<file path="config.mk">
export PLATFORM = sky130hd
export DESIGN_NAME = hazard_stall_unit
export DESIGN_NICKNAME = d
export VERILOG_FILES = /design/src/rtl/hazard_stall_unit.sv
export SDC_FILE = /design/constraint.sdc
export NUM_CORES = 1
export LEC_CHECK = 0
export ABC_AREA = 1
export BUFFER_PORTS_ARGS = -buffer_cell sky130_fd_sc_hd__buf_2
export CORE_MARGIN = 2
export CORE_UTILIZATION = 52
export DETAILED_ROUTE_END_ITERATION = 8
export PLACE_DENSITY = 0.8
export SETUP_SLACK_MARGIN = 0.4
export SYNTH_ARGS = -nofsm -noshare
export SYNTH_HDL_FRONTEND = slang
export SYNTH_SLANG_ARGS = --single-unit
export TNS_END_PERCENT = 30
</file>
<file path="constraint.sdc">
create_clock -name clk -period 2.2 [get_ports clk]
set_input_delay 0.44 -clock clk [delete_from_list [all_inputs] [get_ports clk]]
set_output_delay 0.44 -clock clk [all_outputs]
set_load 0.05 [all_outputs]
</file>
<file path="src/rtl/hazard_stall_unit.sv">
// -----------------------------------------------------------------------------
// hazard_stall_unit
//   Sits beside the ID stage and detects the hazards that forwarding cannot
//   resolve. On a stall it holds PC and IF/ID and loads a bubble into ID/EX.
//   It also tracks a multi-cycle mult/div unit with a busy down-counter, and
//   keeps a saturating count of stalled cycles for performance monitoring.
//
// Ports
//   clk, rst_n            clock (rising edge), async active-low reset
//   ID_*                  ID-stage decode: valid, rs/rt fields and usage,
//                         store / branch / muldiv / mfhi-mflo flags
//   ID_EX_* / EX_MEM_*    load flag, GPR write flag, destination register
//   stat_clear            synchronous clear of stall_count
//   PC_Write, IF_ID_Write front-end advance enables (low while stalled)
//   ID_EX_Bubble          ID/EX loads a NOP
//   stall_cause           0 none, 1 load-use, 2 branch-ALU, 3 branch-load(EX),
//                         4 branch-load(MEM), 5 mult/div busy
//   muldiv_busy/start     mult/div busy flag and launch pulse
//   stall_count           saturating stalled-cycle counter
// -----------------------------------------------------------------------------
module hazard_stall_unit #(
   parameter int MULDIV_LATENCY = 4,
   parameter int CNT_W          = 4,
   parameter int STAT_W         = 16
) (
   input  logic              clk,
   input  logic              rst_n,
   input  logic              ID_valid,
   input  logic [4:0]        rs,
   input  logic [4:0]        rt,
   input  logic              ID_uses_rs,
   input  logic              ID_uses_rt,
   input  logic              ID_is_store,
   input  logic              ID_is_branch,
   input  logic              ID_is_muldiv,
   input  logic              ID_reads_hilo,
   input  logic              ID_EX_MemRead,
   input  logic              ID_EX_Reg_Write,
   input  logic [4:0]        ID_EX_dest,
   input  logic              EX_MEM_MemRead,
   input  logic [4:0]        EX_MEM_dest,
   input  logic              stat_clear,
   output logic              PC_Write,
   output logic              IF_ID_Write,
   output logic              ID_EX_Bubble,
   output logic [2:0]        stall_cause,
   output logic              muldiv_busy,
   output logic              muldiv_start,
   output logic [STAT_W-1:0] stall_count
);

   localparam logic [2:0] C_NONE     = 3'd0;
   localparam logic [2:0] C_LOAD_USE = 3'd1;
   localparam logic [2:0] C_BR_ALU   = 3'd2;
   localparam logic [2:0] C_BR_LDEX  = 3'd3;
   localparam logic [2:0] C_BR_LDMEM = 3'd4;
   localparam logic [2:0] C_MULDIV   = 3'd5;

   logic [CNT_W-1:0]  r_md_cnt;
   logic [STAT_W-1:0] r_stall_cnt;

   logic       w_ex_rs, w_ex_rt, w_mem_rs, w_mem_rt;
   logic       w_md_busy;
   logic [2:0] w_cause;
   logic       w_stall;
   logic       w_start;

   // $0 is hardwired, so a write to it never creates a dependency.
   assign w_ex_rs  = (ID_EX_dest  != 5'd0) && (ID_EX_dest  == rs);
   assign w_ex_rt  = (ID_EX_dest  != 5'd0) && (ID_EX_dest  == rt);
   assign w_mem_rs = (EX_MEM_dest != 5'd0) && (EX_MEM_dest == rs);
   assign w_mem_rt = (EX_MEM_dest != 5'd0) && (EX_MEM_dest == rt);

   assign w_md_busy = (r_md_cnt != '0);

   // Priority order: muldiv, branch-on-load(EX), branch-on-load(MEM),
   // branch-on-ALU, load-use. A store's rt is data only and is forwarded
   // at MEM, so it is excluded from the load-use rt check.
   always_comb begin
      w_cause = C_NONE;
      if (ID_valid) begin
         if (w_md_busy && (ID_is_muldiv || ID_reads_hilo))
            w_cause = C_MULDIV;
         else if (ID_is_branch && ID_EX_MemRead && (w_ex_rs || w_ex_rt))
            w_cause = C_BR_LDEX;
         else if (ID_is_branch && EX_MEM_MemRead && (w_mem_rs || w_mem_rt))
            w_cause = C_BR_LDMEM;
         else if (ID_is_branch && ID_EX_Reg_Write && !ID_EX_MemRead &&
                  (w_ex_rs || w_ex_rt))
            w_cause = C_BR_ALU;
         else if (ID_EX_MemRead && ((ID_uses_rs && w_ex_rs) ||
                                    (ID_uses_rt && !ID_is_store && w_ex_rt)))
            w_cause = C_LOAD_USE;
      end
   end

   assign w_stall = (w_cause != C_NONE);
   assign w_start = ID_valid && ID_is_muldiv && !w_stall;

   // Outputs are forced to their frozen values while reset is held.
   assign PC_Write     = rst_n && !w_stall;
   assign IF_ID_Write  = rst_n && !w_stall;
   assign ID_EX_Bubble = !rst_n || w_stall;
   assign stall_cause  = rst_n ? w_cause : C_NONE;
   assign muldiv_start = rst_n && w_start;
   assign muldiv_busy  = w_md_busy;
   assign stall_count  = r_stall_cnt;

   // Mult/div busy counter: reload on launch, otherwise count down to 0.
   always_ff @(posedge clk or negedge rst_n) begin
      if (!rst_n)
         r_md_cnt <= '0;
      else if (w_start)
         r_md_cnt <= CNT_W'(MULDIV_LATENCY);
      else if (w_md_busy)
         r_md_cnt <= r_md_cnt - CNT_W'(1);
   end

   // Stall statistics: clear wins over increment; saturate at all-ones.
   always_ff @(posedge clk or negedge rst_n) begin
      if (!rst_n)
         r_stall_cnt <= '0;
      else if (stat_clear)
         r_stall_cnt <= '0;
      else if (w_stall && (r_stall_cnt != {STAT_W{1'b1}}))
         r_stall_cnt <= r_stall_cnt + STAT_W'(1);
   end

endmodule
</file>
==> tab_implementation.tex, run 1 <==
\begin{tabular}{lr}
\hline
Metric & Value \\
\hline
\multicolumn{2}{l}{\textbf{Synthesis}} \\
Synth Net Count & 324 \\
Post-synthesis instance area & 1910 sq um \\
Post-synth top area share & 26.2\% \\
Most area-consuming cells after synthesis & dfrtp\_1 26\%, nand2\_1 17\%, inv\_1 9.4\% \\
Yosys top cell by area & dfrtp\_1 \\
Mean post-synth cell area & 6.62 sq um \\
Cell with the most instances after synthesis & nand2\_1 \\
Proportion of synthesized chip area in sequential cells & 26.2\% \\
Instance count of the mapped netlist & 288 \\
Top flip-flop cell by instance count after synthesis & dfrtp\_1 \\
Asr flop ratio synth & 100\% \\
Post-synth EDFFs & 0 \\
Number of different library cells in the post-synthesis netlist & 27 \\
Ranking of synthesized cells by instance count & 85 x nand2\_1, 48 x inv\_1, 28 x nor2\_1, 20 x dfrtp\_1, 20 x nand4\_1 \\
Synth warn & 0 \\
Number of flip-flops and latches in the synthesized netlist & 20 \\
\multicolumn{2}{l}{\textbf{Cells and area}} \\
Final design area excluding fillers & 2840 sq um \\
Combined area of the multi-input logic cells & 1390 sq um \\
Fraction of final layout cells sized beyond drive strength 1 & 43.0\% \\
Utilization after layout & 83.2\% \\
Seq. cell area & 504 sq um \\
Area Growth Syn to Fin & 48.9\% \\
Nets & 411 \\
Filler instances & 219 \\
Antenna cell count & 0 \\
\multicolumn{2}{l}{\textbf{Route}} \\
Wire length on met2 & 3170 microns \\
Sum of routed wire segments on met1 & 2320 microns \\
WL final & 6130 microns \\
Remaining antenna violation count & 0 \\
First-pass DRT Iterations & 7 \\
Ratio of routed vias to standard cells & 5.41 \\
Via total after detailed routing & 2273 \\
Total length of routed met3 wires & 385 microns \\
Drc violations & 1 \\
Mean routed wirelength per cell & 14.6 microns \\
Number of DRC markers in iteration 0 & 135 \\
Highest Signal Layer & met4 \\
\multicolumn{2}{l}{\textbf{Placement}} \\
Post-placement cell area & 2380 sq um \\
Number of input and output port buffers inserted & 56 \\
DP HPWL & 3580 microns \\
RePlAce Congestion & 0.900 \\
\multicolumn{2}{l}{\textbf{Critical path}} \\
Endpoint of the worst register-to-register path & r\_md\_cnt[0] \\
Launching point of the worst reg2reg path & r\_md\_cnt[1] \\
Worst-path fanout max & 3 \\
CP Data Arrival Time & 1.96 ns \\
Data required, critical path & 1.76 ns \\
Path type of the worst setup path & flip-flop to output pin \\
R2R depth & 17 \\
Crit start category & flip-flop \\
Endpoint kind of the worst setup timing path & output pin \\
Minimum setup slack among reg-to-reg paths & -0.05 ns \\
\multicolumn{2}{l}{\textbf{Timing}} \\
Pin slew with the least headroom to its limit & 0.504 ns \\
Smallest setup slack after layout & -0.199 ns \\
Final max-slew violation count & 0 \\
Max\_slew headroom & 66.1\% \\
Clock tree skew after final layout & 0.0113 ns \\
Count of final setup violators & 7 \\
Hold violation count in the final report & 0 \\
RSZ-0062 raised after global routing & yes \\
Period utilisation layout & 109\% \\
Final critical-path required period & 2.40 ns \\
Max Clock Freq & 417 MHz \\
\multicolumn{2}{l}{\textbf{Power and ir drop}} \\
Power density cells & 615 nW/um\^{}2 \\
Reported net switching power & 774 uW \\
Internal Dissipation & 973 uW \\
Reg power frac & 27.7\% \\
Worst IR drop on VDD & 0.309 mV \\
Leakage power summed over all cells & 1.56 nW \\
Clock share of power & 13.7\% \\
Switching share of power & 44.3\% \\
Fraction of power consumed by combinational cells & 58.6\% \\
\multicolumn{2}{l}{\textbf{CTS}} \\
CTS tree & done \\
Worst-case clock buffer depth & 2 \\
Clk slew on worst S/H paths & 0.14 ns \\
TritonCTS buffer count & 3 \\
Root cell of the clock tree & clkbuf\_4 \\
Htree depth & 1 \\
Insertion delay to the later sink of the worst-skew pair & 0.32 ns \\
Count of clock tree sinks & 20 \\
Number of buffers added to fix hold violations after cts & 0 \\
\multicolumn{2}{l}{\textbf{Floorplanning}} \\
Die boundary width & 64.6 microns \\
Core Area & 3420 sq um \\
Ports placed on the boundary & 57 \\
Y dimension of the die & 64.6 microns \\
Die ar. & 4170 sq um \\
Initial Utilization & 55.8\% \\
Row Count & 21 \\
\multicolumn{2}{l}{\textbf{GRT}} \\
Maximum number of pins on one net before global-route repair & 33 \\
Total routing usage reported by global routing & 28.7\% \\
Remaining global-route overflow & 0 \\
Via count of the first global-routing pass & 2194 \\
Initial antenna violation count & 0 \\
First-pass GRT wire length & 9580 microns \\
\multicolumn{2}{l}{\textbf{Worst hold path}} \\
Type of the tightest min-delay check & primary input to asynchronous set/reset pin \\
\multicolumn{2}{l}{\textbf{Job}} \\
Maxcap violations & 0 \\
\multicolumn{2}{l}{\textbf{Status}} \\
Run status & finished, violations left \\
Violated checks & design-rule violations, negative setup slack \\
\hline
\end{tabular}
[routing by layer]
metal	vias to the layer above	GRT usage, %
li1	1077	-
met1	1067	34.3
met2	102	51.8
met3	27	2.95
met4	0	12.8
met5	-	0
[per-stage QoR]
stage	instances	power (mW)	setup WS, ns	setup TNS [ns]	hold WS, ns
final	420	1.75	-0.199	-0.961	0.130
after global routing	420	1.84	-0.278	-1.60	0.158
after CTS	417	1.58	-0.0569	-0.223	0.157
after detailed placement	399	1.16	-0.169	-0.688	0.495
after global placement	399	1.15	-0.101	-0.367	0.489
after floorplan	288	0.998	-0.524	-1.25	0.144
[placed cells by master (no fill, tap or decap), drive strengths merged]
master   count
nor2        29
buf         89
nand3       30
ha           3
a21oi        1
nor4         3
o21ai        4
inv         50
o2111ai      1
nor3         6
nand4       20
nand2       90
xor2        16
xnor2        8
dfrtp       20
clkbuf       4
[worst max-delay path, cell delays in order, from the launching register on]
cell and delay [ns]:
dfrtp_1 0.44, inv_2 0.09, ha_4 0.15, nand2_8 0.06, o21ai_4 0.08, inv_2 0.06
a21oi_2 0.13, nand2_2 0.09, nand2_4 0.08, nand4_1 0.15, nor2_4 0.15, buf_6 0.16
[registers in the layout, indices dropped and copies added (netlist names)]
name and cells:
r_md_cnt 4, stall_count 16
[cell type report]
type                       count  area share [%]
multi-input combinational    211            48.9
timing repair buffer          89            23.4
tap                           46            2.03
inverter                      50            6.70
clock buffer                   4            1.28
sequential                    20            17.8
[cell families after synthesis]
kind of cell	Yosys count	synth area share (%)
fa+ha+maj	3	1.97
xor+xnor	24	11.0
flops	20	26.2
buf+inv	57	13.6
compound gates	6	2.10
simple gates	178	45.0
[worst max-delay path by stage]
stage | startpoint | depth (start not counted) | slack [ns] | endpoint
floorplan | ID_EX_dest[1] | 12 | -0.52 | PC_Write
global placement | EX_MEM_dest[2] | 15 | -0.10 | muldiv_start
detailed placement | ID_EX_dest[0] | 13 | -0.17 | muldiv_start
CTS | r_md_cnt[1] | 11 | -0.06 | PC_Write
global route | r_md_cnt[1] | 11 | -0.28 | muldiv_start
finish | r_md_cnt[1] | 11 | -0.20 | muldiv_start
[what timing repair did]
action,4_1_cts,5_1_grt
resized for setup,60,23
pin swaps,35,34
setup endpoints to repair,23,27
setup buffers,14,3
[power groups by stage]
stage	sequential [mW]	combinational, mW	clock [mW]
floorplan	0.505	0.493	0
global placement	0.476	0.672	0
detailed placement	0.476	0.681	0
CTS	0.476	0.880	0.224
global route	0.487	1.10	0.249
finish	0.484	1.02	0.239
No activity file was read; power rests on OpenSTA's default activity.
==> inputs of run 2 (changes only) <==
==> constraint.sdc (replaced) <==
create_clock -name clk -period 2.2 [get_ports clk]
set_input_delay 0.22 -clock clk [delete_from_list [all_inputs] [get_ports clk]]
set_output_delay 0.22 -clock clk [all_outputs]
set_load 0.05 [all_outputs]
==> tab_implementation.tex, run 2 (same netlist as run 1, synthesis figures left out) <==
\begin{tabular}{lr}
\hline
Metric & Value \\
\hline
\multicolumn{2}{l}{\textbf{Status}} \\
Run status & finished, violations left \\
Violated checks & negative setup slack \\
\multicolumn{2}{l}{\textbf{GRT}} \\
Initial antenna violation count & 0 \\
Maximum number of pins on one net before global-route repair & 33 \\
Via count of the first global-routing pass & 2054 \\
Remaining global-route overflow & 0 \\
Total routing usage reported by global routing & 26.5\% \\
First-pass GRT wire length & 8860 microns \\
\multicolumn{2}{l}{\textbf{Critical path}} \\
Crit path largest cell delay & 0.45 ns \\
Slowest cell on crit path & dfrtp\_1 \\
Launching point of the worst reg2reg path & r\_md\_cnt[0] \\
WP buf/inv & 4 \\
Cell Chain, Critical Path & inv\_2 -> ha\_4 -> nand2\_8 -> o21ai\_4 -> buf\_4 -> nand2\_2 -> nand2\_4 -> nand4\_1 -> inv\_4 -> buf\_8 \\
Worst-path fanout max & 5 \\
Worst path depth & 10 \\
Path type of the worst setup path & flip-flop to output pin \\
R2R depth & 16 \\
Endpoint of the worst register-to-register path & stall\_count[15] \\
Endpoint kind of the worst setup timing path & output pin \\
Data required, critical path & 1.98 ns \\
Cell type group with the largest total delay on the critical path & buffers and inverters \\
CP Data Arrival Time & 2.04 ns \\
Crit start category & flip-flop \\
Minimum setup slack among reg-to-reg paths & 0.03 ns \\
\multicolumn{2}{l}{\textbf{Floorplanning}} \\
Row Count & 21 \\
Ports placed on the boundary & 57 \\
Initial Utilization & 55.8\% \\
Die ar. & 4170 sq um \\
Y dimension of the die & 64.6 microns \\
Die boundary width & 64.6 microns \\
Core Area & 3420 sq um \\
\multicolumn{2}{l}{\textbf{Power and ir drop}} \\
Fraction of power consumed by combinational cells & 54.6\% \\
Power density cells & 671 nW/um\^{}2 \\
Leakage power summed over all cells & 1.49 nW \\
Worst IR drop on VDD & 0.432 mV \\
Internal Dissipation & 997 uW \\
Clock share of power & 17.8\% \\
Switching share of power & 43.1\% \\
Reported net switching power & 755 uW \\
Reg power frac & 27.6\% \\
\multicolumn{2}{l}{\textbf{Timing}} \\
Count of final setup violators & 4 \\
Pin slew with the least headroom to its limit & 0.425 ns \\
Final max-slew violation count & 0 \\
RSZ-0062 raised after global routing & yes \\
Hold violation count in the final report & 0 \\
Period utilisation layout & 103\% \\
Smallest setup slack after layout & -0.0624 ns \\
Final critical-path required period & 2.26 ns \\
Max Clock Freq & 442 MHz \\
Clock tree skew after final layout & 0.0104 ns \\
Max\_slew headroom & 71.4\% \\
\multicolumn{2}{l}{\textbf{Worst hold path}} \\
Cell depth of the worst hold path & 5 \\
End of the worst hold path & stall\_count[8] \\
Type of the tightest min-delay check & primary input to flip-flop \\
Min-delay src & stat\_clear \\
\multicolumn{2}{l}{\textbf{Cells and area}} \\
Most frequent cells in the layout & 82 x nand2\_1, 49 x buf\_2, 43 x inv\_1 \\
Nets & 404 \\
Largest register FFs & 16 \\
Most common library cell in the layout ignoring fill and taps & nand2\_1 \\
Antenna cell count & 0 \\
Finished Layout Cells & 413 \\
Utilization after layout & 76.5\% \\
Area Growth Syn to Fin & 37.0\% \\
Fraction of final layout cells sized beyond drive strength 1 & 34.1\% \\
\multicolumn{2}{l}{\textbf{CTS}} \\
Insertion delay to the later sink of the worst-skew pair & 0.32 ns \\
Count of clock tree sinks & 20 \\
Root cell of the clock tree & clkbuf\_4 \\
Htree depth & 1 \\
Worst-case clock buffer depth & 2 \\
TritonCTS buffer count & 3 \\
Clk slew on worst S/H paths & 0.13 ns \\
CTS tree & done \\
\multicolumn{2}{l}{\textbf{Placement}} \\
DP HPWL & 3590 microns \\
RePlAce Congestion & 0.863 \\
Number of input and output port buffers inserted & 56 \\
Pre-CTS setup slack & 0.187 ns \\
Cell total after placement & 389 \\
\multicolumn{2}{l}{\textbf{Job}} \\
Maxcap violations & 0 \\
\multicolumn{2}{l}{\textbf{Route}} \\
Via total after detailed routing & 2228 \\
Mean routed wirelength per cell & 14.0 microns \\
Drc violations & 0 \\
WL final & 5790 microns \\
First-pass DRT Iterations & 5 \\
Remaining antenna violation count & 0 \\
Ratio of routed vias to standard cells & 5.39 \\
Number of DRC markers in iteration 0 & 196 \\
\hline
\end{tabular}
## run 2: power groups by stage
stage | clock network [mW] | logic [mW] | registers, mW
3_5_place_dp | 0 | 0.656 | 0.486
4_1_cts | 0.308 | 0.803 | 0.474
5_1_grt | 0.334 | 1.02 | 0.485
2_1_floorplan | 0 | 0.488 | 0.513
3_3_place_gp | 0 | 0.637 | 0.485
6_report | 0.311 | 0.957 | 0.484
## run 2: final cells by class
class	count	area (sq um)
sequential	20	502
inverter	50	190
multi-input combinational	213	1280
clock inverter	1	30.0
fill	275	803
clock buffer	3	22.5
timing repair buffer	80	533
tap	46	57.6
## run 2: what timing repair did
| item | CTS | global route |
|---|---|---|
| setup buffers | 13 | 4 |
| endpoints found under the setup margin | 23 | 26 |
| resized for setup | 17 | 23 |
| hold endpoints to repair | 20 | 0 |
| hold buffers | 1 | 0 |
| cloned | 1 | 1 |
| pin swaps | 7 | 8 |
## run 2: worst max-delay path by stage
stage	startpoint	to	slack (ns)
2_1_floorplan	r_md_cnt[0]	PC_Write	-0.29
3_3_place_gp	ID_EX_dest[0]	muldiv_start	0.24
3_5_place_dp	r_md_cnt[0]	muldiv_start	0.19
4_1_cts	r_md_cnt[0]	muldiv_start	0.08
5_1_grt	r_md_cnt[0]	muldiv_start	-0.12
6_report	r_md_cnt[0]	IF_ID_Write	-0.06
## run 2: worst register-to-register path, stage by stage, from the launching register on
cell     delay, ns
dfrtp_1       0.45
inv_2         0.11
ha_4          0.16
nand2_8       0.06
o21ai_4       0.07
inv_2         0.05
a21oi_2       0.10
nand2_1       0.07
nand2_2       0.11
buf_4         0.12
buf_6         0.07
buf_4         0.09
buf_4         0.12
nand3_4       0.15
buf_6         0.20
nand4_1       0.07
nand2_1       0.06
## run 2: through the flow
stage                     hold slack [ns]  area [sq um]  TNS (ns)  power [mW]
after floorplan                   -0.0756          1970    -0.399        1.00
after global placement              0.264          2270         0        1.12
after detailed placement            0.271          2270         0        1.14
after CTS                           0.425          2510         0        1.59
after global routing                0.437          2610    -0.824        1.84
final                               0.425          2610    -0.155        1.75
## run 2: layer usage
metal  vias up  routed length [microns]  GRT usage (%)
li1       1069                        -              -
met1      1016                     2270           32.3
met2       118                     2900           48.3
met3        25                      409           4.17
met4         0                      205           7.18
met5         -                        0              0
==> inputs of run 3 (changes only) <==
- CORE_ASPECT_RATIO: not set -> 1.1
- GPL_TIMING_DRIVEN: not set -> 0
==> tab_implementation.tex, run 3 (same netlist as run 1, synthesis figures left out) <==
\begin{tabular}{lr}
\hline
Metric & Value \\
\hline
\multicolumn{2}{l}{\textbf{CTS}} \\
CTS tree & done \\
Root cell of the clock tree & clkbuf\_8 \\
Htree depth & 1 \\
Count of clock tree sinks & 20 \\
Clk slew on worst S/H paths & 0.07 ns \\
TritonCTS buffer count & 3 \\
Worst-case clock buffer depth & 2 \\
Insertion delay to the later sink of the worst-skew pair & 0.25 ns \\
\multicolumn{2}{l}{\textbf{Route}} \\
Drc violations & 0 \\
Mean routed wirelength per cell & 11.5 microns \\
Remaining antenna violation count & 0 \\
First-pass DRT Iterations & 4 \\
WL final & 4790 microns \\
Via total after detailed routing & 2063 \\
Number of DRC markers in iteration 0 & 90 \\
Ratio of routed vias to standard cells & 4.97 \\
\multicolumn{2}{l}{\textbf{Critical path}} \\
Path type of the worst setup path & flip-flop to output pin \\
Cell type group with the largest total delay on the critical path & buffers and inverters \\
Crit start category & flip-flop \\
CP Data Arrival Time & 1.79 ns \\
Launching point of the worst reg2reg path & r\_md\_cnt[1] \\
Endpoint kind of the worst setup timing path & output pin \\
Worst setup startpoint & r\_md\_cnt[1] \\
Worst path depth & 12 \\
Crit path largest cell delay & 0.39 ns \\
WP buf/inv & 5 \\
Slowest cell on crit path & dfrtp\_1 \\
CP endpoint & PC\_Write \\
Endpoint of the worst register-to-register path & stall\_count[0] \\
Minimum setup slack among reg-to-reg paths & 0.26 ns \\
Cell Chain, Critical Path & inv\_2 -> ha\_4 -> nand2\_8 -> o21ai\_4 -> inv\_2 -> a21oi\_2 -> nand2\_1 -> nand2\_2 -> nand4\_1 -> inv\_4 -> buf\_8 -> buf\_8 \\
Worst-path fanout max & 3 \\
R2R depth & 16 \\
Data required, critical path & 1.98 ns \\
\multicolumn{2}{l}{\textbf{Cells and area}} \\
Finished Layout Cells & 415 \\
Final design area excluding fillers & 2590 sq um \\
Fraction of final layout cells sized beyond drive strength 1 & 32.1\% \\
Area Growth Syn to Fin & 35.7\% \\
Most frequent cells in the layout & 83 x nand2\_1, 52 x buf\_2, 44 x inv\_1 \\
Nets & 403 \\
Largest register FFs & 16 \\
Most common library cell in the layout ignoring fill and taps & nand2\_1 \\
Antenna cell count & 0 \\
\multicolumn{2}{l}{\textbf{GRT}} \\
Via count of the first global-routing pass & 1881 \\
First-pass GRT wire length & 7830 microns \\
Initial antenna violation count & 0 \\
Remaining global-route overflow & 0 \\
Total routing usage reported by global routing & 24.4\% \\
Maximum number of pins on one net before global-route repair & 21 \\
\multicolumn{2}{l}{\textbf{Job}} \\
Maxcap violations & 0 \\
\multicolumn{2}{l}{\textbf{Power and ir drop}} \\
Worst IR drop on VDD & 0.256 mV \\
Total Power & 1.60 mW \\
Leakage power summed over all cells & 1.48 nW \\
Power density cells & 619 nW/um\^{}2 \\
\multicolumn{2}{l}{\textbf{Timing}} \\
Period utilisation layout & 91.6\% \\
Final critical-path required period & 2.01 ns \\
Pin slew with the least headroom to its limit & 0.910 ns \\
Clock tree skew after final layout & 0.00113 ns \\
Count of final setup violators & 0 \\
Max\_slew headroom & 39.2\% \\
Final hold slack & 0.310 ns \\
Final max-slew violation count & 0 \\
RSZ-0062 raised after global routing & yes \\
Final sum of negative setup slack & 0 ns \\
Max Clock Freq & 496 MHz \\
Hold violation count in the final report & 0 \\
\multicolumn{2}{l}{\textbf{Placement}} \\
Post-placement cell area & 2310 sq um \\
Number of input and output port buffers inserted & 56 \\
Cell total after placement & 394 \\
RePlAce Congestion & 0.893 \\
DP HPWL & 3370 microns \\
\multicolumn{2}{l}{\textbf{Worst hold path}} \\
Type of the tightest min-delay check & primary input to flip-flop \\
Min-delay src & stat\_clear \\
\multicolumn{2}{l}{\textbf{Floorplanning}} \\
Core Area & 3570 sq um \\
Y dimension of the die & 67.5 microns \\
Row Count & 23 \\
Ports placed on the boundary & 57 \\
Die ar. & 4170 sq um \\
Die boundary width & 61.7 microns \\
Initial Utilization & 53.4\% \\
\multicolumn{2}{l}{\textbf{Status}} \\
Run status & finished clean \\
\hline
\end{tabular}
-- run 3: report_power, final --
group          total (mW)  leakage (nW)  switching [mW]  internal [mW]
logic               0.896          1.19           0.495          0.401
clock network       0.236        0.0216           0.114          0.122
registers           0.471         0.269          0.0512          0.420
total                1.60          1.48           0.660          0.943
-- run 3: worst min-delay path by stage --
| stage | to | slack (ns) | cells after the start |
|---|---|---|---|
| final | stall_count[9] | 0.31 | 4 |
| after global routing | stall_count[10] | 0.36 | 4 |
| after CTS | stall_count[9] | 0.32 | 4 |
| after detailed placement | stall_count[2] | 0.20 | 1 |
| after global placement | stall_count[3] | 0.20 | 1 |
| after floorplan | r_md_cnt[0] | -0.08 | 0 |
-- run 3: layout make-up --
| type | count | area (sq um) |
|---|---|---|
| Fill cell | 317 | 981 |
| Buffer | 7 | 86.3 |
| Tap cell | 50 | 62.6 |
| Timing Repair Buffer | 74 | 475 |
| Clock buffer | 3 | 41.3 |
| Sequential cell | 20 | 502 |
| Inverter | 50 | 190 |
| Multi-Input combinational cell | 211 | 1230 |
-- run 3: metal layers --
metal | track usage [%] | routed length [microns] | up-vias
met5 | 0 | 0 | -
met4 | 9.04 | 99 | 0
met3 | 1.15 | 129 | 11
met2 | 40.9 | 2400 | 50
met1 | 32.7 | 2160 | 943
li1 | - | - | 1059
-- run 3: what timing repair did --
action | 4_1_cts | 5_1_grt
setup buffers | 11 | 5
pin swaps | 7 | 6
endpoints found under the setup margin | 21 | 26
hold endpoints to repair | 20 | 0
cloned | 1 | 0
resized for setup | 10 | 8
hold buffers | 1 | 0
-- run 3: stage by stage --
| stage | util, % | worst slack, ns |
|---|---|---|
| after floorplan | - | -0.293 |
| after global placement | 64.9 | 0.191 |
| after detailed placement | 64.9 | 0.185 |
| after CTS | 70.5 | 0.161 |
| after global routing | 72.5 | 0.0696 |
| final | 72.5 | 0.185 |
-- run 3: worst min-delay path, cell delays in order --
cell	delay (ns)
buf_2	0.07
inv_1	0.08
nand4_1	0.10
nand2_1	0.05
